==> config.mk <==
export PLATFORM = sky130hd
export DESIGN_NAME = branch_resolve_queue
export DESIGN_NICKNAME = d
export VERILOG_FILES = /design/src/rtl/srv1_bpu_pkg.sv /design/src/rtl/branch_resolve_queue.sv
export SDC_FILE = /design/constraint.sdc
export NUM_CORES = 1
export LEC_CHECK = 0
export BUFFER_PORTS_ARGS = -buffer_cell sky130_fd_sc_hd__buf_4
export CORE_MARGIN = 2
export CORE_UTILIZATION = 45
export CTS_CLUSTER_DIAMETER = 40
export DETAILED_ROUTE_END_ITERATION = 16
export HOLD_SLACK_MARGIN = 0.08
export SLEW_MARGIN = 20
export SYNTH_ARGS = -nofsm -noshare
export SYNTH_HDL_FRONTEND = slang
export SYNTH_SLANG_ARGS = --single-unit
==> constraint.sdc <==
create_clock -name clk -period 20.6 [get_ports clk]
set_clock_uncertainty 0.15 [all_clocks]
set_input_delay 1.03 -clock clk [delete_from_list [all_inputs] [get_ports clk]]
set_output_delay 1.03 -clock clk [all_outputs]
set_load 0.1 [all_outputs]
==> src/rtl/srv1_bpu_pkg.sv <==
// Shared types for the branch prediction unit: the per-branch record kept
// between fetch and execute, plus default sizing.
package srv1_bpu_pkg;

    localparam int BRQ_XLEN          = 32;
    localparam int BRQ_DEPTH_DEFAULT = 4;

    typedef struct packed {
        logic                pred;
        logic [BRQ_XLEN-1:0] target;
        logic [BRQ_XLEN-1:0] fallthru;
    } brq_entry_t;

endpackage

==> src/rtl/branch_resolve_queue.sv <==
// In-order queue of predicted branches. Resolves the oldest entry against the
// actual outcome, feeds the predictor and redirects fetch on a mispredict.
module branch_resolve_queue
    import srv1_bpu_pkg::*;
#(
    parameter int DEPTH = BRQ_DEPTH_DEFAULT,
    parameter int XLEN  = BRQ_XLEN
) (
    input  logic            clk,
    input  logic            rst,
    input  logic            clk_en,
    input  logic            flush,
    input  logic            push,
    input  logic            push_pred,
    input  logic [XLEN-1:0] push_target,
    input  logic [XLEN-1:0] push_fallthru,
    output logic            full,
    output logic            empty,
    input  logic            resolve_valid,
    input  logic            resolve_taken,
    input  logic [XLEN-1:0] resolve_target,
    output logic            actual_result,
    output logic            feedback_enable,
    output logic            mispredict,
    output logic [XLEN-1:0] redirect_pc,
    output logic            overflow_err
);

    localparam int PW = $clog2(DEPTH);
    localparam int CW = PW + 1;

    brq_entry_t      mem_q [DEPTH];
    brq_entry_t      mem_d [DEPTH];
    logic [PW-1:0]   wr_ptr_q, wr_ptr_d;
    logic [PW-1:0]   rd_ptr_q, rd_ptr_d;
    logic [CW-1:0]   count_q, count_d;
    logic            fb_q, fb_d;
    logic            act_q, act_d;
    logic            misp_q, misp_d;
    logic            ovf_q, ovf_d;
    logic [XLEN-1:0] redir_q, redir_d;

    brq_entry_t head;
    logic       miss;
    logic       do_resolve;
    logic       pop;
    logic       push_ok;

    assign full  = (count_q == CW'(DEPTH));
    assign empty = (count_q == '0);
    assign head  = mem_q[rd_ptr_q];

    // A taken branch with the right direction still misses if the target differs.
    always_comb begin
        miss = (resolve_taken != head.pred) ||
               (resolve_taken && (resolve_target != head.target));
    end

    always_comb begin
        mem_d      = mem_q;
        wr_ptr_d   = wr_ptr_q;
        rd_ptr_d   = rd_ptr_q;
        count_d    = count_q;
        fb_d       = 1'b0;
        misp_d     = 1'b0;
        act_d      = act_q;
        redir_d    = redir_q;
        ovf_d      = ovf_q;
        do_resolve = resolve_valid && !empty;
        pop        = 1'b0;
        push_ok    = 1'b0;
        if (clk_en) begin
            if ((push && full && !do_resolve) || (resolve_valid && empty)) begin
                ovf_d = 1'b1;
            end
            if (flush) begin
                count_d  = '0;
                rd_ptr_d = wr_ptr_q;
            end else if (do_resolve && miss) begin
                // Everything behind the oldest entry is on the wrong path.
                fb_d     = 1'b1;
                act_d    = resolve_taken;
                misp_d   = 1'b1;
                redir_d  = resolve_taken ? resolve_target : head.fallthru;
                count_d  = '0;
                rd_ptr_d = wr_ptr_q;
            end else begin
                pop     = do_resolve;
                push_ok = push && (!full || pop);
                if (pop) begin
                    fb_d     = 1'b1;
                    act_d    = resolve_taken;
                    rd_ptr_d = rd_ptr_q + 1'b1;
                end
                if (push_ok) begin
                    mem_d[wr_ptr_q] = '{pred: push_pred, target: push_target, fallthru: push_fallthru};
                    wr_ptr_d        = wr_ptr_q + 1'b1;
                end
                count_d = count_q + CW'(push_ok) - CW'(pop);
            end
        end
    end

    always_ff @(posedge clk or posedge rst) begin
        if (rst) begin
            for (int i = 0; i < DEPTH; i++) begin
                mem_q[i] <= '0;
            end
            wr_ptr_q <= '0;
            rd_ptr_q <= '0;
            count_q  <= '0;
            fb_q     <= 1'b0;
            act_q    <= 1'b0;
            misp_q   <= 1'b0;
            redir_q  <= '0;
            ovf_q    <= 1'b0;
        end else begin
            mem_q    <= mem_d;
            wr_ptr_q <= wr_ptr_d;
            rd_ptr_q <= rd_ptr_d;
            count_q  <= count_d;
            fb_q     <= fb_d;
            act_q    <= act_d;
            misp_q   <= misp_d;
            redir_q  <= redir_d;
            ovf_q    <= ovf_d;
        end
    end

    assign actual_result   = act_q;
    assign feedback_enable = fb_q;
    assign mispredict      = misp_q;
    assign redirect_pc     = redir_q;
    assign overflow_err    = ovf_q;

endmodule

## Yosys cells after proc, flatten, opt, wreduce, memory -nomap -nowiden

Index checks and enable logic that the tools add are counted.
Widths: inputs -> output; s select.

| storage, ports and cells | value |
|---|---|
| bits in registers | 303 |
| input port bits | 104 |
| output and inout port bits | 38 |

| operators by class | value |
|---|---|
| add/subtract/negate cells | 4 |
| magnitude comparators | 3 |
| eq/ne operators | 3 |
| multiplexer cells | 21 |
| bitwise logic cells | 4 |
| reduce and logical (&&, ||, !) cells | 22 |

Operators by type and width:

| cell | count |
|---|---|
| $bwmux 260 | 1 |
| $mux 65 | 3 |
| $bmux 65 s2 | 1 |
| $demux 65 s2 | 1 |
| $mux 32 | 1 |
| $ne 32x32->1 | 1 |
| $mux 1 | 9 |
| $logic_and 1x1->1 | 8 |
| $ge 3x3->1 const B | 2 |
| $mux 2 | 3 |
| $mux 3 | 2 |
| $not 2->3 | 2 |
| $reduce_and 3->1 | 2 |
| $add 2x1->2 const B | 2 |
| $reduce_and 2->1 | 2 |
| $reduce_and 4->1 | 1 |
| $add 3x1->3 | 1 |
| $eq 3x3->1 const B | 1 |
| $logic_not 1->1 | 3 |
| $logic_not 3->1 | 1 |
| $logic_or 1x1->1 | 3 |
| $lt 3x1->1 const B | 1 |
| $reduce_bool 3->1 | 1 |
| $sub 3x1->3 | 1 |
| 3 further kinds | 4 |

## Depth between registers and ports, before layout

Gate-level depths: netlist of the first run.

| depth | value |
|---|---|
| depth after elaboration | 11 |
| mapped depth | 15 |
| gate-level depth less buffers | 10 |

## Least setup slack after synthesis of the first run

No wires, ideal clock.

| timing | value |
|---|---|
| kind | flip-flop to flip-flop |
| from | register count_q[1] |
| to | register count_q[2] |
| data arrival time | 4.100 ns |
| setup slack | 16.228 ns |
| cell stages (with the launch flop) | 10 |
| buffers on the path | 0 |
| period minus slack after synthesis | 4.372 ns |
| path through | dfrtp_1 nor3_1 o21ai_0 o21ai_0 ha_1 inv_1 fa_1 xor2_1 o31ai_1 a32o_1 |

| on the way | value |
|---|---|
| word-level cells in the longest chain between the ends | 9 |
| elaborated cells between the ends (all ways) | 12 |
| those cells by class | add/sub: 2; eq/ne: 1; mux: 2; reduce/logical: 7 |

RTL lines:

| element | RTL line | source |
|---|---|---|
| start, declared | branch_resolve_queue.sv:36 | `logic [CW-1:0] count_q, count_d;` |
| start signal, assigned | branch_resolve_queue.sv:121 | `count_q <= count_d;` |
| $logic_not 3->1 (*) | branch_resolve_queue.sv:50 | `assign empty = (count_q == '0);` |
| net empty | branch_resolve_queue.sv:18 | `output logic empty,` |
| $logic_not 1->1 (*) | branch_resolve_queue.sv:69 | `do_resolve = resolve_valid && !empty;` |
| $logic_and 1x1->1 (*) | branch_resolve_queue.sv:69 |  |
| $logic_or 1x1->1 | branch_resolve_queue.sv:89 | `push_ok = push && (!full \|\| pop);` |
| $logic_and 1x1->1 | branch_resolve_queue.sv:89 |  |
| $add 3x1->3 | branch_resolve_queue.sv:99 | `count_d = count_q + CW'(push_ok) - CW'(pop);` |
| $sub 3x1->3 | branch_resolve_queue.sv:99 |  |
| $mux 3 (*) | branch_resolve_queue.sv:79 | `end else if (do_resolve && miss) begin` |
| $mux 3 (*) | branch_resolve_queue.sv:76 | `if (flush) begin` |

The timed path passes the listed nets; every way through them passes the cells marked *.
A chain may end at the register's enable or synchronous reset.

## Final worst setup path of the first run

| timing | value |
|---|---|
| from | register rd_ptr_q[0] |
| to | register mem_q[44] (netlist name) |

| on the way | value |
|---|---|
| word-level cells in the longest chain between the ends | 10 |
| elaborated cells between the ends (all ways) | 11 |
| those cells by class | eq/ne: 2; mux: 3; bitwise: 2; reduce/logical: 4 |

RTL lines:

| element | RTL line | source |
|---|---|---|
| start, declared | branch_resolve_queue.sv:35 | `logic [PW-1:0] rd_ptr_q, rd_ptr_d;` |
| start signal, assigned | branch_resolve_queue.sv:120 | `rd_ptr_q <= rd_ptr_d;` |
| $not 2->3 (implied by the code) (*) | branch_resolve_queue.sv:51 | `assign head = mem_q[rd_ptr_q];` |
| $bmux 65 s2 (*) | branch_resolve_queue.sv:51 |  |
| $mux 65 (implied by the code) (*) (2 in a row) | branch_resolve_queue.sv:51 |  |
| $ne 32x32->1 | branch_resolve_queue.sv:56 | `(resolve_taken && (resolve_target != head.target));` |
| $logic_and 1x1->1 | branch_resolve_queue.sv:56 |  |
| $logic_or 1x1->1 (*) | branch_resolve_queue.sv:55 | `miss = (resolve_taken != head.pred) \|\|` |
| $logic_and 1x1->1 (*) | branch_resolve_queue.sv:79 |  |
| $not 1->1 (no source line) (*) | - |  |
| $reduce_and 4->1 (no source line) (*) | - |  |
| end signal, assigned | branch_resolve_queue.sv:118 | `mem_q <= mem_d;` |
| end, declared | branch_resolve_queue.sv:32 | `brq_entry_t mem_q [DEPTH];` |

Every way passes the cells marked *; elsewhere a longest branch is shown, timed or not. The select of a mux whose other input is x is not followed.

==> metrics.txt, run 1 <==
outcome completed; Slew @ Worst Pin 1009 ps; cells after synthesis 916; Mean Syn Cell Area 15.50 µm²; CTS tree yes; drt initial violations 315; Clock Root Buffer clkbuf_16; CTS clk-pin slew, worst paths 50 ps; n_diodes 0; Post-synth EDFFs 0; routed via count 8256; nets@finish 1170; die width 181.6 µm; final slew viol count 0; worst hold margin 313.9 ps; leakage power 7.534 nW; fillcell total 2579; dpl cells 1415; Buffers on Ports 141; initial antenna violation count 0; gr usage total 0.2085; achievable frequency 0.1902 GHz; setup TNS 0 ps; Final Hold Vio Count 0; Cell variety after synth 57; post-synth top area share 0.5342; num rows 65; DR pass1 iterations 4; post-CTS setup buffer count 0; area grow syn2layout 20.03%; power after layout 0.002908 W; Clk Latency, worst-skew pair 530 ps; drt total wl 33280 µm; DRC 0; max-cap violation count 0; leading register cell type out of synthesis dfrtp_1; Wirelength per Cell 22.22 µm; H-Tree Depth 2; clk buf depth 3; Top Ports 142; total CTS buffers 44; Max FO, Critical Path 58; RSZ-0062 raised after global routing false; Crit path top cell by count buf_4; grt total ovfl 0; Initial Utilization 0.4533; die height 181.6 µm; core area 31310 µm²; cell family contributing the most delay on the critical path buffers and inverters; GPL Wtd Cong 0.7386; R2R depth 11; Die ar. 32980 µm²; clk sinks 303; worst relative slew slack 0.3249; Routed Antenna Nets 0; Crit path depth 11; Startpoint Class flip-flop; crit-path max cell delay 890 ps; Crit Path Class flip-flop to flip-flop; CTS-repair resized insts 0; vias per cell 5.511; mapped cell area 14190 µm²; number of global-route vias before repair 8906; CP max stage cell dfrtp_4; critical path cell sequence buf_4 > mux4_2 > xnor2_1 > nand2_1 > nor4_1 > and4_1 > a21oi_1 > buf_4 > nor3b_4 > buf_4 > mux2_2; largest net degree at the start of global routing 164; Critical Path RT 20850 ps; hold crit path type input pin to async pin; Max IR drop VDD 0.09871 mV; fin util 0.5442; Finished Layout Cells 1498; CP Buf/Inv Count 3; number of synthesized register bits 303; Final setup viols 0; Critical Path AT 5510 ps; top post-synthesis cells by area dfrtp_1, mux2_2, mux4_2, mux2i_1, xnor2_1; hold_buf cts 0; first-pass GRT wire length 52790 µm; post-synthesis async set-or-reset flop share 1.000; cell taking the most area after synthesis dfrtp_1; layout cells sized above 1 0.5602; HPWL Detailed 21290 µm; sequential share of the synthesized area 0.5342; Min Clock Period, post-route 5256 ps; CP endpoint kind flip-flop; pwr/cell area 170.7 nW/µm²; synth warn 0; Tcrit/Tclk final 0.2552; syn nets 1026
final cells by class:
| type | count | area [µm²] | share of cell area |
|---|---|---|---|
| repair buffers | 154 | 1189 | 0.06976 |
| inverters | 13 | 56.30 | 0.003304 |
| clock inverters | 29 | 320.3 | 0.01880 |
| flip-flops and latches | 303 | 7590 | 0.4454 |
| clock buffers | 53 | 1237 | 0.07262 |
| multi-input cells | 544 | 6143 | 0.3606 |
| well taps | 402 | 503.0 | 0.02952 |
per-layer routing:
| metal | wire, µm | track usage | vias to the layer above | share of wire |
|---|---|---|---|---|
| li1 | - | - | 3685 | - |
| met1 | 15580 | 0.2995 | 4368 | 0.47 |
| met2 | 15630 | 0.3326 | 161 | 0.47 |
| met3 | 1605 | 0.03911 | 42 | 0.048 |
| met4 | 468 | 0.04423 | 0 | 0.014 |
| met5 | 0 | 0 | - | 0 |
synthesized netlist by cell type, drive strengths merged, types with 2 or more instances:
cell type,instances
o2111ai,5
nor3b,4
a21oi,3
clkbuf,7
mux2i,35
o21ai,6
mux4,50
nand3,4
buf,49
nor2,12
ha,5
nand2b,8
o22ai,2
xor2,9
a2bb2oi,2
a2111oi,3
nand2,14
nor2b,5
dfrtp,303
xnor2,18
o211ai,3
mux2,328
inv,13
logic make-up (layout without fill, tap and decap cells):
logic type,count (synthesis),in the layout,synth area share
buf+inv,69,249,0.03491
simple gates,56,56,0.02107
mux,413,413,0.3642
flops,303,303,0.5342
xor+xnor,27,27,0.01666
compound gates,42,42,0.02318
fa+ha+maj,6,6,0.005818
worst paths after layout:
check / from / slack, ps / to
min: rst / 310 / mem_q[88]
max reg2reg: rd_ptr_q[0] / 15340 / mem_q[44]
min in group clk: overflow_err / 330 / overflow_err
max: rd_ptr_q[0] / 15340 / mem_q[44]
max in group asynchronous: rst / 18730 / mem_q[205]
min reg2reg: overflow_err / 330 / overflow_err
where the power goes:
part	internal [W]	switching [W]	leakage (nW)	total [W]
clock	0.000486	0.000289	0.757	0.000775
combinational	0.000538	0.000546	3.02	0.00108
sequential	0.000880	0.000170	3.76	0.00105
metrics by stage:
step,cell area (µm²),setup slack [ps]
6_report,17040,15340
5_1_grt,17040,14980
4_1_cts,17010,15220
3_5_place_dp,15450,15240
3_3_place_gp,15450,15090
2_1_floorplan,14190,11050
sequential cells by signal, indices dropped and copies added, names as in the netlist:
register	count
rd_ptr_q	2
actual_result	1
mem_q	260
redirect_pc	32
feedback_enable	1
wr_ptr_q	2
count_q	3
overflow_err	1
mispredict	1
cells in the final DEF (no fill, tap or decap), types with 12 or more instances in the layout:
cell,instances
dfrtp_1,301
nand2_1,13
buf_4,152
clkbuf_16,46
mux2i_1,35
mux2_2,318
inv_1,12
nor2_1,12
mux4_2,50
xnor2_1,18
Power figures use the tool's default switching activity.
==> run 2, diff against run 1 <==
Settings changed: PLACE_DENSITY set to 0.66.
Clock period 20.6 ns to 4.32 ns, I/O delays scaled along.
==> metrics.txt, run 2 (synthesis gave the netlist of run 1 again) <==
achievable frequency 0.2487 GHz (+31%); die width 181.6 µm (unchanged); die height 181.6 µm (unchanged); grt total ovfl 0 (unchanged); Top Ports 142 (unchanged); Final Hold Vio Count 0 (unchanged); area grow syn2layout 29.31%; Critical Path RT 4570 ps (-16280 ps); register area 7590 µm² (unchanged); n_diodes 0 (unchanged); num rows 65 (unchanged); core area 31310 µm² (unchanged); Sequential Power Share 0.355 (-0.006); Tcrit/Tclk final 0.9308 (+0.6756); fin util 0.5862 (+0.04204); Crit Path Class flip-flop to flip-flop; r2r setup slk 300 ps (-15040 ps); worst relative slew slack 0.4420 (+0.1171); CP endpoint kind flip-flop; leakage power 8.096 nW (+7.5%); Internal 0.009155 W (+380%); clk buf depth 3 (unchanged); H-Tree Depth 2 (unchanged); Max IR drop VDD 0.6012 mV (+510%); Routed Antenna Nets 0 (unchanged); Clk pwr share 0.252 (-0.014); vias per cell 5.380 (-2.4%); hold crit path type input pin to async pin; area occupied by multi-input gates 6148 µm² (about the same); Critical Path AT 4270 ps (-1240 ps); Startpoint Class flip-flop; most common cell after layout, fill and taps aside mux2_2; max-cap violation count 0 (unchanged); layout cells sized above 1 0.5168 (-0.04337); Gate power share 0.394 (+0.022); drt initial violations 367 (+17%); number of global-route vias before repair 9434 (+5.9%); CTS tree yes; DRC 0 (unchanged); switching power 0.004800 W (+380%); largest net degree at the start of global routing 103 (-37%); RSZ-0062 raised after global routing false; clk sinks 303 (unchanged); pwr/cell area 760.3 nW/µm² (+350%); Final setup viols 0 (unchanged); Clock Root Buffer clkbuf_16; Slew @ Worst Pin 833.3 ps (-175.7 ps); gr usage total 0.2119 (+0.003479); Wirelength per Cell 20.94 µm (-5.8%); drt total wl 33900 µm (+1.9%); power after layout 0.01395 W (+380%); CTS clk-pin slew, worst paths 50 ps (about the same); GPL Wtd Cong 0.7640 (+3.4%); Min Clock Period, post-route 4021 ps (-1235 ps); fillcell total 2425 (-6.0%); Clk Latency, worst-skew pair 530 ps (about the same); initial antenna violation count 0 (unchanged); first-pass GRT wire length 54390 µm (+3.0%); Most flops, register mem_q; total CTS buffers 43 (-2.3%); DR pass1 iterations 4 (unchanged); Die ar. 32980 µm² (unchanged); Buffers on Ports 141 (unchanged); Max FO, Critical Path 23 (-60%); HPWL Detailed 22600 µm (+6.2%); outcome completed; switch share 0.3440 (-0.001383); number of flip-flops in the largest register 260 (unchanged); routed via count 8711 (+5.5%); Initial Utilization 0.4533 (unchanged); nets@finish 1295 (+11%); final slew viol count 0 (unchanged); most frequent cells in the layout mux2_2, dfrtp_1, buf_4
## run 2: cell count changes in the layout (fill, tap and decap cells not counted), sizes merged
cell	change
buf	+22
bufinv	-1
clkbuf	+3
clkinv	-4
clkinvlp	-1
dlygate4sd3	+104
inv	-2
## run 2: final cells by class
class	count	area share
multi-input cells	544	0.3350
repair buffers	280	0.1419
clock inverters	21	0.01200
flip-flops and latches	303	0.4135
well taps	402	0.02740
clock buffers	56	0.06742
inverters	13	0.002863
## run 2: metal layers
metal,vias up,global-route usage,wire [µm]
li1,3931,-,-
met1,4546,0.2998,15820
met2,179,0.3454,16040
met3,55,0.03269,1354
met4,0,0.05301,684
met5,-,0,0
## run 2: through the flow
step | std cells | hold slack (ps) | instance area (µm²) | TNS (ps) | setup WS, ps
2_1_floorplan | 916 | 200.7 | 14200 | -22730 | -75.02
3_3_place_gp | 1437 | 261.4 | 15840 | 0 | 174.6
3_5_place_dp | 1437 | 272.1 | 15840 | 0 | 125.7
4_1_cts | 1618 | 219.4 | 18340 | 0 | 48.39
5_1_grt | 1619 | 233.4 | 18360 | 0 | 32.23
6_report | 1619 | 250.9 | 18360 | 0 | 298.9
## run 2: timing repair
item / 4_1_cts / 5_1_grt
buffers inserted: 0 / 1
hold buffers: 104 / 0
hold endpoints to repair: 330 / 0
resized for setup: 0 / 1
setup endpoints to repair: 0 / 273
## run 2: path summary, 6_finish.rpt
path / from / endpoint / depth (start not counted)
min reg2reg: mem_q[93] / mem_q[93] / 1
min: rst / mem_q[224] / 3
max in group asynchronous: rst / rd_ptr_q[1] / 4
min in group clk: resolve_taken / actual_result / 2
max reg2reg: rd_ptr_q[0] / mem_q[225] / 11
max: rd_ptr_q[0] / mem_q[225] / 11
## run 2: power groups by stage
stage          Combinational [W]  Sequential (W)  Clock, W
2_1_floorplan            0.00344         0.00567         0
3_3_place_gp             0.00533         0.00496         0
3_5_place_dp             0.00542         0.00500         0
4_1_cts                  0.00551         0.00497   0.00358
5_1_grt                  0.00589         0.00514   0.00371
6_report                 0.00549         0.00495   0.00351
## run 2: critical path: stages (launching register included)
cell	delay, ps
dfrtp_4	620
mux4_2	560
xnor2_1	180
nand2_1	110
a2111oi_1	550
buf_4	200
and4_1	210
a21oi_1	230
nor3b_2	330
buf_4	180
buf_12	180
mux2_2	360
==> run 3, diff against run 2 <==
Settings changed: CAP_MARGIN set to 30, CTS_BUF_LIST set to sky130_fd_sc_hd__clkbuf_8, SETUP_SLACK_MARGIN set to 0.5.
==> metrics.txt, run 3 (synthesis gave the netlist of run 1 again) <==
number of global-route vias before repair 9567 (+1.4%); most frequent cells in the layout mux2_2, dfrtp_1, buf_4; critical path cell sequence buf_12 > mux4_2 > xnor2_1 > nand2_1 > a2111oi_4 > buf_4 > and4_1 > a21oi_2 > nor3b_2 > buf_4 > buf_12 > mux2_2; die width 181.6 µm (unchanged); Initial Utilization 0.4533 (unchanged); Wirelength per Cell 20.60 µm (-1.6%); Sequential Power Share 0.364 (+0.009); final slew viol count 0 (unchanged); Critical Path AT 3940 ps (-330 ps); core area 31310 µm² (unchanged); hold crit path type input pin to async pin; switching power 0.004744 W (-1.2%); Clk Latency, worst-skew pair 580 ps (+50 ps); Final Hold Vio Count 0 (unchanged); crit-path max cell delay 510 ps (-110 ps); Max IR drop VDD 0.4361 mV (-27%); grt total ovfl 0 (unchanged); HPWL Detailed 22600 µm (unchanged); Placement Cell Area 15840 µm² (unchanged); Clock Root Buffer clkbuf_8; gr usage total 0.2129 (+0.0009219); Finished Layout Cells 1652 (+2.0%); die height 181.6 µm (unchanged); first-pass GRT wire length 54920 µm (+0.97%); Slew @ Worst Pin 807.5 ps (-25.79 ps); GPL Wtd Cong 0.7640 (unchanged); Min Clock Period, post-route 3657 ps (-363.7 ps); DR pass1 iterations 4 (unchanged); Internal 0.008740 W (-4.5%); Clk pwr share 0.212 (-0.040); Top Ports 142 (unchanged); CP endpoint kind flip-flop; drt total wl 34030 µm (+0.38%); Startpoint Class flip-flop; DRC 0 (unchanged); Gate power share 0.424 (+0.030); Die ar. 32980 µm² (unchanged); Final setup viols 0 (unchanged); initial antenna violation count 0 (unchanged); fin area 18270 µm² (-0.45%); switch share 0.3518 (+0.007823); largest net degree at the start of global routing 103 (unchanged); routed via count 8825 (+1.3%); n_diodes 0 (unchanged); leakage power 8.130 nW (+0.42%); Routed Antenna Nets 0 (unchanged); clk buf depth 3 (unchanged); r2r setup slk 660 ps (+360 ps); outcome completed; clk sinks 303 (unchanged); max-cap violation count 0 (unchanged); worst reg2reg startpoint rd_ptr_q[0]; drt initial violations 343 (-6.5%); nets@finish 1317 (+1.7%); total CTS buffers 54 (+26%); RSZ-0062 raised after global routing false; power after layout 0.01348 W (-3.4%); H-Tree Depth 2 (unchanged); area grow syn2layout 28.73%; CTS tree yes; R2R depth 12 (+1); FF-to-FF End mem_q[175]; Max FO, Critical Path 16 (-30%); Buffers on Ports 141 (unchanged); Tcrit/Tclk final 0.8466 (-0.08419); dpl cells 1437 (unchanged); layout cells sized above 1 0.5200 (+0.003155); num rows 65 (unchanged); Critical Path RT 4610 ps (+40 ps); CTS clk-pin slew, worst paths 60 ps (about the same); CP max stage cell dfrtp_4; most common cell after layout, fill and taps aside mux2_2; number of flip-flops in the largest register 260 (unchanged); Crit Path Class flip-flop to flip-flop; vias per cell 5.342 (-0.72%); worst relative slew slack 0.4593 (+0.01727); pwr/cell area 737.9 nW/µm² (-2.9%); achievable frequency 0.2734 GHz (+9.9%); Most flops, register mem_q
## run 3: changes by cell type in the layout (fill, tap and decap cells not counted), moves of 3 or more
| cell | delta |
|---|---|
| buf_4 | +5 |
| clkinv_2 | -4 |
| inv_1 | +19 |
| inv_6 | -3 |
| clkbuf_1 | -4 |
| clkbuf_16 | -45 |
| buf_12 | +4 |
| clkbuf_8 | +62 |
## run 3: cell type report
type | count | area (µm²)
tap | 402 | 503.0
timing repair buffer | 291 | 2741
clock inverter | 30 | 247.7
clock buffer | 69 | 949.7
sequential | 303 | 7590
multi-input combinational | 544 | 6188
inverter | 13 | 52.55
fill | 2465 | 13040
## run 3: worst max-delay path by stage
stage                      startpoint             to  slack, ps  depth (start not counted)
after CTS                 rd_ptr_q[0]     mem_q[175]        520                         11
after detailed placement  rd_ptr_q[0]     mem_q[225]        130                         11
after global routing      rd_ptr_q[0]     mem_q[225]        490                         12
after global placement    rd_ptr_q[0]     mem_q[172]        170                         11
after floorplan                   rst  actual_result        -80                          1
final                     rd_ptr_q[0]     mem_q[175]        660                         12
## run 3: timing repair
item / 4_1_cts / 5_1_grt
buffers inserted: 7 / 3
setup endpoints to repair: 294 / 293
hold buffers: 106 / 0
hold endpoints to repair: 332 / 0
pin swaps: 0 / 2
gates resized for setup: 4 / 5
## run 3: power by group through the flow
stage / clock (W) / sequential [W] / combinational (W)
global route: 0.00308 / 0.00508 / 0.00612
global placement: 0 / 0.00496 / 0.00533
detailed placement: 0 / 0.00500 / 0.00542
floorplan: 0 / 0.00567 / 0.00344
finish: 0.00287 / 0.00490 / 0.00572
CTS: 0.00294 / 0.00490 / 0.00569
## run 3: critical path: cells and delay by family, from the launching register on
family,cells,cell delay (ps)
muxes,2,850
buffers and inverters,4,690
and+or+nand+nor,3,620
DFF,1,510
AOI/OAI and AO/OA,2,470
xor gates and xnor gates,1,190
## run 3: metal layers
metal	track usage	vias to the layer above	wire, µm
met5	0	-	0
met4	0.04715	0	498
met3	0.03510	40	1211
met2	0.3477	175	16320
met1	0.3014	4633	15990
li1	-	3977	-
## run 3: through the flow
| stage | utilization | hold WS, ps | TNS, ps | setup WS (ps) |
|---|---|---|---|---|
| after global routing | 0.5836 | 174.6 | 0 | 492.5 |
| after CTS | 0.5814 | 159.2 | 0 | 521.4 |
| after detailed placement | 0.5060 | 272.1 | 0 | 125.7 |
| final | 0.5836 | 192.7 | 0 | 662.6 |
| after global placement | 0.5060 | 261.4 | 0 | 174.6 |
| after floorplan | - | 200.7 | -22730 | -75.02 |
